<file path="src/rtl/cnn_pkg.sv">
// Shared CNN front-end definitions: pixel width, default frame size and the
// feeder FSM state encoding.
package cnn_pkg;

    localparam int PIXEL_W              = 8;
    localparam int DEFAULT_FRAME_PIXELS = 1024;

    typedef enum logic [2:0] {
        ST_IDLE,
        ST_START,
        ST_STREAM,
        ST_DRAIN,
        ST_WAIT_RESULT
    } feeder_state_t;

endpackage

</file>
<file path="src/rtl/sync_fifo.sv">
// Single-clock FIFO with show-ahead read data and asynchronous active-high reset.
// Pushes while full and pops while empty are ignored.
module sync_fifo #(
    parameter int WIDTH = 9,
    parameter int DEPTH = 16
) (
    input  logic             clk,
    input  logic             rst,
    input  logic             push,
    input  logic [WIDTH-1:0] din,
    input  logic             pop,
    output logic [WIDTH-1:0] dout,
    output logic             full,
    output logic             empty
);

    localparam int AW = $clog2(DEPTH);

    // Pointers carry one extra wrap bit to tell full from empty.
    logic [AW:0]      wr_ptr;
    logic [AW:0]      rd_ptr;
    logic [WIDTH-1:0] mem [DEPTH];
    logic             do_push;
    logic             do_pop;

    assign empty   = (wr_ptr == rd_ptr);
    assign full    = (wr_ptr[AW] != rd_ptr[AW]) && (wr_ptr[AW-1:0] == rd_ptr[AW-1:0]);
    assign do_push = push && !full;
    assign do_pop  = pop && !empty;
    assign dout    = mem[rd_ptr[AW-1:0]];

    always_ff @(posedge clk or posedge rst) begin
        if (rst) begin
            wr_ptr <= '0;
            rd_ptr <= '0;
        end else begin
            if (do_push) wr_ptr <= wr_ptr + 1'b1;
            if (do_pop)  rd_ptr <= rd_ptr + 1'b1;
        end
    end

    always_ff @(posedge clk) begin
        if (do_push) mem[wr_ptr[AW-1:0]] <= din;
    end

endmodule

</file>
<file path="src/rtl/pixel_frame_feeder.sv">
// Buffers host pixels and feeds exactly FRAME_PIXELS pixels per frame to the CNN,
// padding short frames and draining over-long ones. FEEDER_STATS_EN adds counters.
module pixel_frame_feeder
    import cnn_pkg::*;
#(
    parameter int FRAME_PIXELS = DEFAULT_FRAME_PIXELS,
    parameter int FIFO_DEPTH   = 16
) (
    input  logic               clk,
    input  logic               rst,
    input  logic               s_valid,
    input  logic [PIXEL_W-1:0] s_data,
    input  logic               s_last,
    output logic               s_ready,
    output logic               start_signal,
    output logic               pixel_valid,
    output logic [PIXEL_W-1:0] pixel_in,
    input  logic               result_valid,
    output logic               busy,
    output logic               frame_error,
    output feeder_state_t      state_dbg
`ifdef FEEDER_STATS_EN
    ,
    output logic [15:0]        frame_count,
    output logic [15:0]        error_count
`endif
);

    localparam int CW = (FRAME_PIXELS > 1) ? $clog2(FRAME_PIXELS) : 1;
    localparam logic [CW-1:0] LAST_IDX = CW'(FRAME_PIXELS - 1);

    // Handshake: a host pixel transfers on a cycle where s_valid && s_ready;
    // s_ready is simply "FIFO not full", so data is taken in every FSM state.
    feeder_state_t      state, state_d;
    logic [CW-1:0]      cnt, cnt_d;
    logic               pad, pad_d;
    logic               pv_d, err_d;
    logic [PIXEL_W-1:0] pix_d;
    logic               fifo_pop, fifo_full, fifo_empty;
    logic [PIXEL_W:0]   fifo_dout;
    logic               fifo_last;

    sync_fifo #(
        .WIDTH (PIXEL_W + 1),
        .DEPTH (FIFO_DEPTH)
    ) u_fifo (
        .clk   (clk),
        .rst   (rst),
        .push  (s_valid),
        .din   ({s_last, s_data}),
        .pop   (fifo_pop),
        .dout  (fifo_dout),
        .full  (fifo_full),
        .empty (fifo_empty)
    );

    assign fifo_last    = fifo_dout[PIXEL_W];
    assign s_ready      = !fifo_full;
    assign start_signal = (state == ST_START);
    assign busy         = (state != ST_IDLE);
    assign state_dbg    = state;

    always_ff @(posedge clk or posedge rst) begin
        if (rst) begin
            state       <= ST_IDLE;
            cnt         <= '0;
            pad         <= 1'b0;
            pixel_valid <= 1'b0;
            pixel_in    <= '0;
            frame_error <= 1'b0;
        end else begin
            state       <= state_d;
            cnt         <= cnt_d;
            pad         <= pad_d;
            pixel_valid <= pv_d;
            pixel_in    <= pix_d;
            frame_error <= err_d;
        end
    end

    always_comb begin
        state_d  = state;
        cnt_d    = cnt;
        pad_d    = pad;
        pv_d     = 1'b0;
        pix_d    = '0;
        err_d    = 1'b0;
        fifo_pop = 1'b0;
        case (state)
            ST_IDLE: begin
                if (!fifo_empty) state_d = ST_START;
            end
            ST_START: begin
                cnt_d   = '0;
                pad_d   = 1'b0;
                state_d = ST_STREAM;
            end
            ST_STREAM: begin
                // After an early last the frame is completed with zero pixels.
                if (pad) begin
                    pv_d  = 1'b1;
                    cnt_d = cnt + CW'(1);
                    if (cnt == LAST_IDX) state_d = ST_WAIT_RESULT;
                end else if (!fifo_empty) begin
                    fifo_pop = 1'b1;
                    pv_d     = 1'b1;
                    pix_d    = fifo_dout[PIXEL_W-1:0];
                    cnt_d    = cnt + CW'(1);
                    if (cnt == LAST_IDX) begin
                        err_d   = !fifo_last;
                        state_d = fifo_last ? ST_WAIT_RESULT : ST_DRAIN;
                    end else if (fifo_last) begin
                        err_d = 1'b1;
                        pad_d = 1'b1;
                    end
                end
            end
            ST_DRAIN: begin
                if (!fifo_empty) begin
                    fifo_pop = 1'b1;
                    if (fifo_last) state_d = ST_WAIT_RESULT;
                end
            end
            ST_WAIT_RESULT: begin
                if (result_valid) state_d = ST_IDLE;
            end
            default: state_d = ST_IDLE;
        endcase
    end

`ifdef FEEDER_STATS_EN
    // frame_count wraps; error_count saturates so a flood of errors stays visible.
    always_ff @(posedge clk or posedge rst) begin
        if (rst) begin
            frame_count <= '0;
            error_count <= '0;
        end else begin
            if (state == ST_WAIT_RESULT && result_valid) frame_count <= frame_count + 16'd1;
            if (frame_error && error_count != 16'hFFFF) error_count <= error_count + 16'd1;
        end
    end
`endif

endmodule

</file>
<file path="config.mk">
export PLATFORM = sky130hd
export DESIGN_NAME = pixel_frame_feeder
export DESIGN_NICKNAME = d
export VERILOG_FILES = /design/src/rtl/cnn_pkg.sv /design/src/rtl/sync_fifo.sv /design/src/rtl/pixel_frame_feeder.sv
export SDC_FILE = /design/constraint.sdc
export NUM_CORES = 1
export LEC_CHECK = 0
export CORE_MARGIN = 10
export CORE_UTILIZATION = 30
export DETAILED_ROUTE_END_ITERATION = 10
export SETUP_SLACK_MARGIN = 0.02
export SKIP_LAST_GASP = 1
export SYNTH_ARGS = -nofsm -noshare
export SYNTH_HDL_FRONTEND = slang
export SYNTH_SLANG_ARGS = --single-unit
</file>
<file path="constraint.sdc">
create_clock -name clk -period 3.4 [get_ports clk]
set_clock_uncertainty 0.2 [all_clocks]
set_input_delay 0.68 -clock clk [delete_from_list [all_inputs] [get_ports clk]]
set_output_delay 0.68 -clock clk [all_outputs]
set_load 0.02 [all_outputs]
</file>
==> results of run 1 <==
==> registers in the layout, summed over array words and instances, names as in the netlist <==
name	flops
cnt	10
frame_error	1
pad	1
pixel_in	8
pixel_valid	1
state_dbg	3
u_fifo.mem	144
u_fifo.rd_ptr	5
u_fifo.wr_ptr	5
==> per-layer routing <==
| metal | vias to the layer above | global-route usage, % | routed length, um |
|---|---|---|---|
| met2 | 70 | 17.6 | 7920 |
| met5 | - | 0 | 0 |
| met3 | 5 | 2.67 | 757 |
| met4 | 0 | 3.22 | 115 |
| li1 | 1700 | - | - |
| met1 | 1925 | 11.6 | 6110 |
==> area by class of cell <==
type                            count  share of cell area [%]
Clock buffer                       20                    5.02
Sequential cell                   178                    59.5
Inverter                           11                   0.475
Timing Repair Buffer               54                    5.47
Tap cell                          324                    4.66
Multi-Input combinational cell    188                    23.3
Clock inverter                     11                    1.51
==> worst max-delay path: stages (launching register included) <==
cell and delay (ns):
dfrtp_1 0.48, nor2_1 0.16, nand2_1 0.19, inv_1 0.25, clkdlybuf4s50_1 0.65
==> power groups by stage <==
stage	clock (mW)	sequential, mW	combinational (mW)
finish	1.88	2.90	2.23
global route	2.01	2.93	2.43
CTS	1.92	2.90	2.28
detailed placement	0	2.94	2.27
global placement	0	2.92	2.24
floorplan	0	2.90	1.60
==> how the worst max path moves through the flow <==
| stage | cells past startpoint | slack (ns) | start | to |
|---|---|---|---|---|
| after global routing | 4 | 0.26 | state_dbg[1] | start_signal |
| after CTS | 4 | 0.33 | state_dbg[1] | start_signal |
| after global placement | 5 | 0.59 | s_valid | u_fifo.mem[14][1] |
| after detailed placement | 5 | 0.56 | s_valid | u_fifo.mem[12][7] |
| final | 4 | 0.36 | state_dbg[1] | start_signal |
| after floorplan | 6 | 0.80 | u_fifo.rd_ptr[2] | u_fifo.mem[3][0] |
==> cells by family (layout without fill, tap and decap cells) <==
logic type / after synthesis / after routing
flip-flops: 178 / 178
AND/OR/NAND/NOR: 82 / 82
multiplexers: 53 / 53
AO/OA/AOI/OAI: 31 / 31
buffers and inverters: 28 / 96
XOR/XNOR: 15 / 15
adder cells (fa/ha/maj): 7 / 7
==> through the flow <==
step	setup WS (ns)	power, mW	instances	cell area [um^2]	hold slack, ns
floorplan	0.800	4.50	394	7360	0.260
global placement	0.587	5.17	755	8130	0.288
detailed placement	0.561	5.22	755	8130	0.304
CTS	0.333	7.10	786	8700	0.318
global route	0.257	7.38	786	8700	0.350
finish	0.365	7.01	786	8700	0.314
==> cells in the final DEF, fill, tap and decap left out, drive strengths merged, types with 3 or more instances in the layout <==
cell type,synthesis,routed
nor2,24,24
and3,3,3
mux2i,4,4
o31a,3,3
nor3,4,4
clkinv,0,4
nand2,17,17
xnor2,13,13
nand3,3,3
nand4,7,7
mux4,41,41
edfxtp,144,144
mux2,8,8
clkbuf,9,20
dfrtp,34,34
clkdlybuf4s50,0,28
inv,11,14
nor2b,12,12
o21ai,4,4
nor4,4,4
ha,7,7
buf,8,26
o21a,3,3
nand2b,3,3
==> flow_summary.ini, run 1 <==
[sta]
hold_violations = 0
tns_ns = 0
max_slew.worst_pin.slew_ns = 0.838
slew_headroom_pct = 44.1
rsz0062_at_grt = no
post-route-period-util_pct = 89.3
final-max-slew-violation-count = 0
fmax_mhz = 329
setup_viol = 0
min_period_ns = 3.04

[finish]
fillers = 2257
multi_input_area_um2 = 2030
layout-drive-gt1-share_pct = 19.3
final_util_pct = 35.9
num-nets-final = 470
area_growth_pct = 18.1
ff_latch_area_um2 = 5180
num_antenna_cells = 0

[synth]
syn_inst = 394
synth_top_area_share_pct = 58.7
yosysSeqAreaShare_pct = 70.3
synthesis.nets = 414
async_reset_ff_share_pct = 19.1
avgSynthCellArea_um2 = 18.7
ys_types = 57
synth-simple-area-share_pct = 5.71
synth_flop_cell = edfxtp_1
synth_edf_count = 144
mappedNetlistArea_um2 = 7360
synth_seq_cells = 178
synth_area_leaders = edfxtp_1, dfrtp_1, mux4_1
synth_common_cells = edfxtp_1, dfrtp_1, nor2_1, mux4_2, mux4_1
synth_most_common_cell = edfxtp_1
synth_xor_area_share_pct = 1.78
synth_top_area_cell = edfxtp_1
yosysWarnings = 0
synth_adder_area_share_pct = 1.19
synth_top_family_by_area = multiplexers
synth-compound-area-share_pct = 3.57
muxShareOfSynthArea_pct = 15.3

[clock_network]
clock_sinks = 178
path_clk_slew_ns = 0.06
postCtsSetupBuffers = 0
post_cts_resized = 0
insertion_delay_ns = 0.42
cts_buffers = 17
cts_buffer_depth = 2
cts_tree = done
cts_root_buf = clkbuf_16
h-tree-depth = 4
holdBufCountCts = 0

[routing]
viasPerCell = 4.71
vias = 3700
drc = 0
drt-total-wl_um = 14900
drt_iter0_markers = 239
wl_per_cell_um = 19.0
dr.pass1.iters = 4
postRouteAntennaNets = 0

[critical_path]
r2r_slack_ns = 0.78
regToRegStartpoint = u_fifo.wr_ptr[2]
worst_ep_required_time_ns = 2.52
critPathKind = reg2out
critPathArrivalTime_ns = 2.16
r2r_cells = 6
path_max_fanout = 10
r2r_end = u_fifo.mem[12][7]
worst_setup_path_end_kind = primary output
start_kind = flop

[floorplanning]
start_util_pct = 30.4
die-area_um2 = 31200
die_h_um = 177
die_w_um = 177
core_area_um2 = 24200
rows = 57
io_pins = 29

[power]
powerDensity_nw_per_um2 = 806
pwr-share-clk_pct = 26.9
power.share.sequential_pct = 41.3
p_sw_mw = 2.17
cellInternalPower_mw = 4.84
p_leak_nw = 2.99
p_comb_share_pct = 31.8
netSwitchingFraction_pct = 30.9
vdd_ir_drop_max_uv = 418

[hold_path]
hold_class = reg2reg
hold_path_end = cnt[2]
min-delay-start = cnt[2]
holdPathStages = 1

[placed_design]
io_buffer_count = 28
gp_congestion = 0.811
hpwl_um = 10100

[global_route]
grt_max_degree = 41
grt_pass1_wl_um = 23400
grt_pass1_vias = 3861
antenna_found_initial = 0
overflow = 0
grtUsageTotal_pct = 9.99

[run]
cap_violations = 0

[run_status]
status = finished, final reports clean
No activity file was read; power rests on OpenSTA's default activity.
==> inputs of run 2 (changes only) <==
- GPL_ROUTABILITY_DRIVEN: default -> 0
- TNS_END_PERCENT: default -> 50
- clock period: 3.4 -> 3.32 ns (I/O delays scaled with it)
==> flow_summary.ini, run 2 (synthesis results as in run 1) <==
[sta]
fmax_mhz = 331
max_slew.worst_pin.slew_ns = 0.795
final-max-slew-violation-count = 0
rsz0062_at_grt = no
hold_violations = 0
setup_viol = 0
min_period_ns = 3.02
post-route-period-util_pct = 90.9
tns_ns = 0
slew_headroom_pct = 46.7

[finish]
mostFrequentLayoutCells = edfxtp_1, dfrtp_1, buf_4, clkdlybuf4s50_1, nor2_1
num_antenna_cells = 0
layout_commonest_cell = edfxtp_1
final_util_pct = 35.9
layout-drive-gt1-share_pct = 19.5
largest_reg_flops = 144
area_growth_pct = 18.3
num-nets-final = 473

[clock_network]
postCtsSetupBuffers = 0
cts_root_buf = clkbuf_16
path_clk_slew_ns = 0.07
clock_sinks = 178
holdBufCountCts = 0
post_cts_resized = 0
cts_tree = done
cts_buffers = 17
insertion_delay_ns = 0.43
h-tree-depth = 4
cts_buffer_depth = 2

[floorplanning]
start_util_pct = 30.4
die-area_um2 = 31200
rows = 57
core_area_um2 = 24200
die_w_um = 177
die_h_um = 177
io_pins = 29

[power]
p_leak_nw = 3.01
vdd_ir_drop_max_uv = 451
powerDensity_nw_per_um2 = 815

[critical_path]
start_kind = flop
critPathArrivalTime_ns = 2.15
path_max_fanout = 10
worst_setup_path_end_kind = primary output
critPathKind = reg2out
worst_ep_required_time_ns = 2.46

[routing]
drt-total-wl_um = 14800
drt_iter0_markers = 357
drc = 0
vias = 3712
postRouteAntennaNets = 0
dr.pass1.iters = 6
viasPerCell = 4.70
wl_per_cell_um = 18.7

[global_route]
grt_pass1_wl_um = 23100
grtUsageTotal_pct = 9.80
grt_max_degree = 41
grt_pass1_vias = 4035
antenna_found_initial = 0
overflow = 0

[run_status]
status = finished, final reports clean

[placed_design]
hpwl_um = 9770
io_buffer_count = 28

[hold_path]
hold_class = reg2reg

[run]
cap_violations = 0
==> run 2: power breakdown <==
part / switching, mW / leakage [nW] / total, mW / internal (mW)
sequential: 0.183 / 1.74 / 2.92 / 2.74
clock: 0.844 / 0.269 / 1.89 / 1.04
combinational: 1.20 / 0.998 / 2.29 / 1.09
total: 2.23 / 3.01 / 7.10 / 4.87
==> run 2: final timing paths <==
path / from / to / slack, ns / cells past startpoint
hold reg to reg: cnt[2] / cnt[2] / 0.32 / 1
max in group asynchronous: rst / u_fifo.rd_ptr[0] / 2.10 / 3
setup reg to reg: u_fifo.wr_ptr[3] / u_fifo.mem[3][2] / 0.72 / 6
setup / recovery: state_dbg[1] / start_signal / 0.30 / 4
hold / removal: cnt[2] / cnt[2] / 0.32 / 1
min in group asynchronous: rst / pixel_in[0] / 0.45 / 3
==> run 2: stage by stage <==
stage	setup WS [ns]	area, um^2	hold WS (ns)	std cells	power (mW)
after floorplan	0.720	7360	0.260	394	4.61
after global placement	0.542	8150	0.285	758	5.25
after detailed placement	0.503	8150	0.300	758	5.29
after CTS	0.278	8710	0.314	790	7.18
after global routing	0.189	8710	0.361	790	7.48
final	0.302	8710	0.318	790	7.10
==> run 2: routing by layer <==
layer / share of wire [%] / wire [um] / vias to the layer above / GRT usage (%)
li1: - / - / 1702 / -
met1: 42 / 6130 / 1937 / 11.4
met2: 53 / 7820 / 59 / 17.3
met3: 4.2 / 625 / 14 / 2.33
met4: 1.2 / 184 / 0 / 3.43
met5: 0 / 0 / - / 0
==> run 2: cell type report <==
cell class,count,area [um^2]
Timing Repair Buffer,57,498
Inverter,11,41.3
Sequential cell,178,5180
Clock inverter,14,128
Multi-Input combinational cell,188,2030
Tap cell,324,405
Fill cell,2241,15500
Clock buffer,18,429
==> run 2: worst max-delay path, stage by stage (launching register included) <==
cell and delay (ns):
dfrtp_1 0.49, nor2_1 0.17, nand2_1 0.19, inv_1 0.24
clkdlybuf4s50_1 0.65
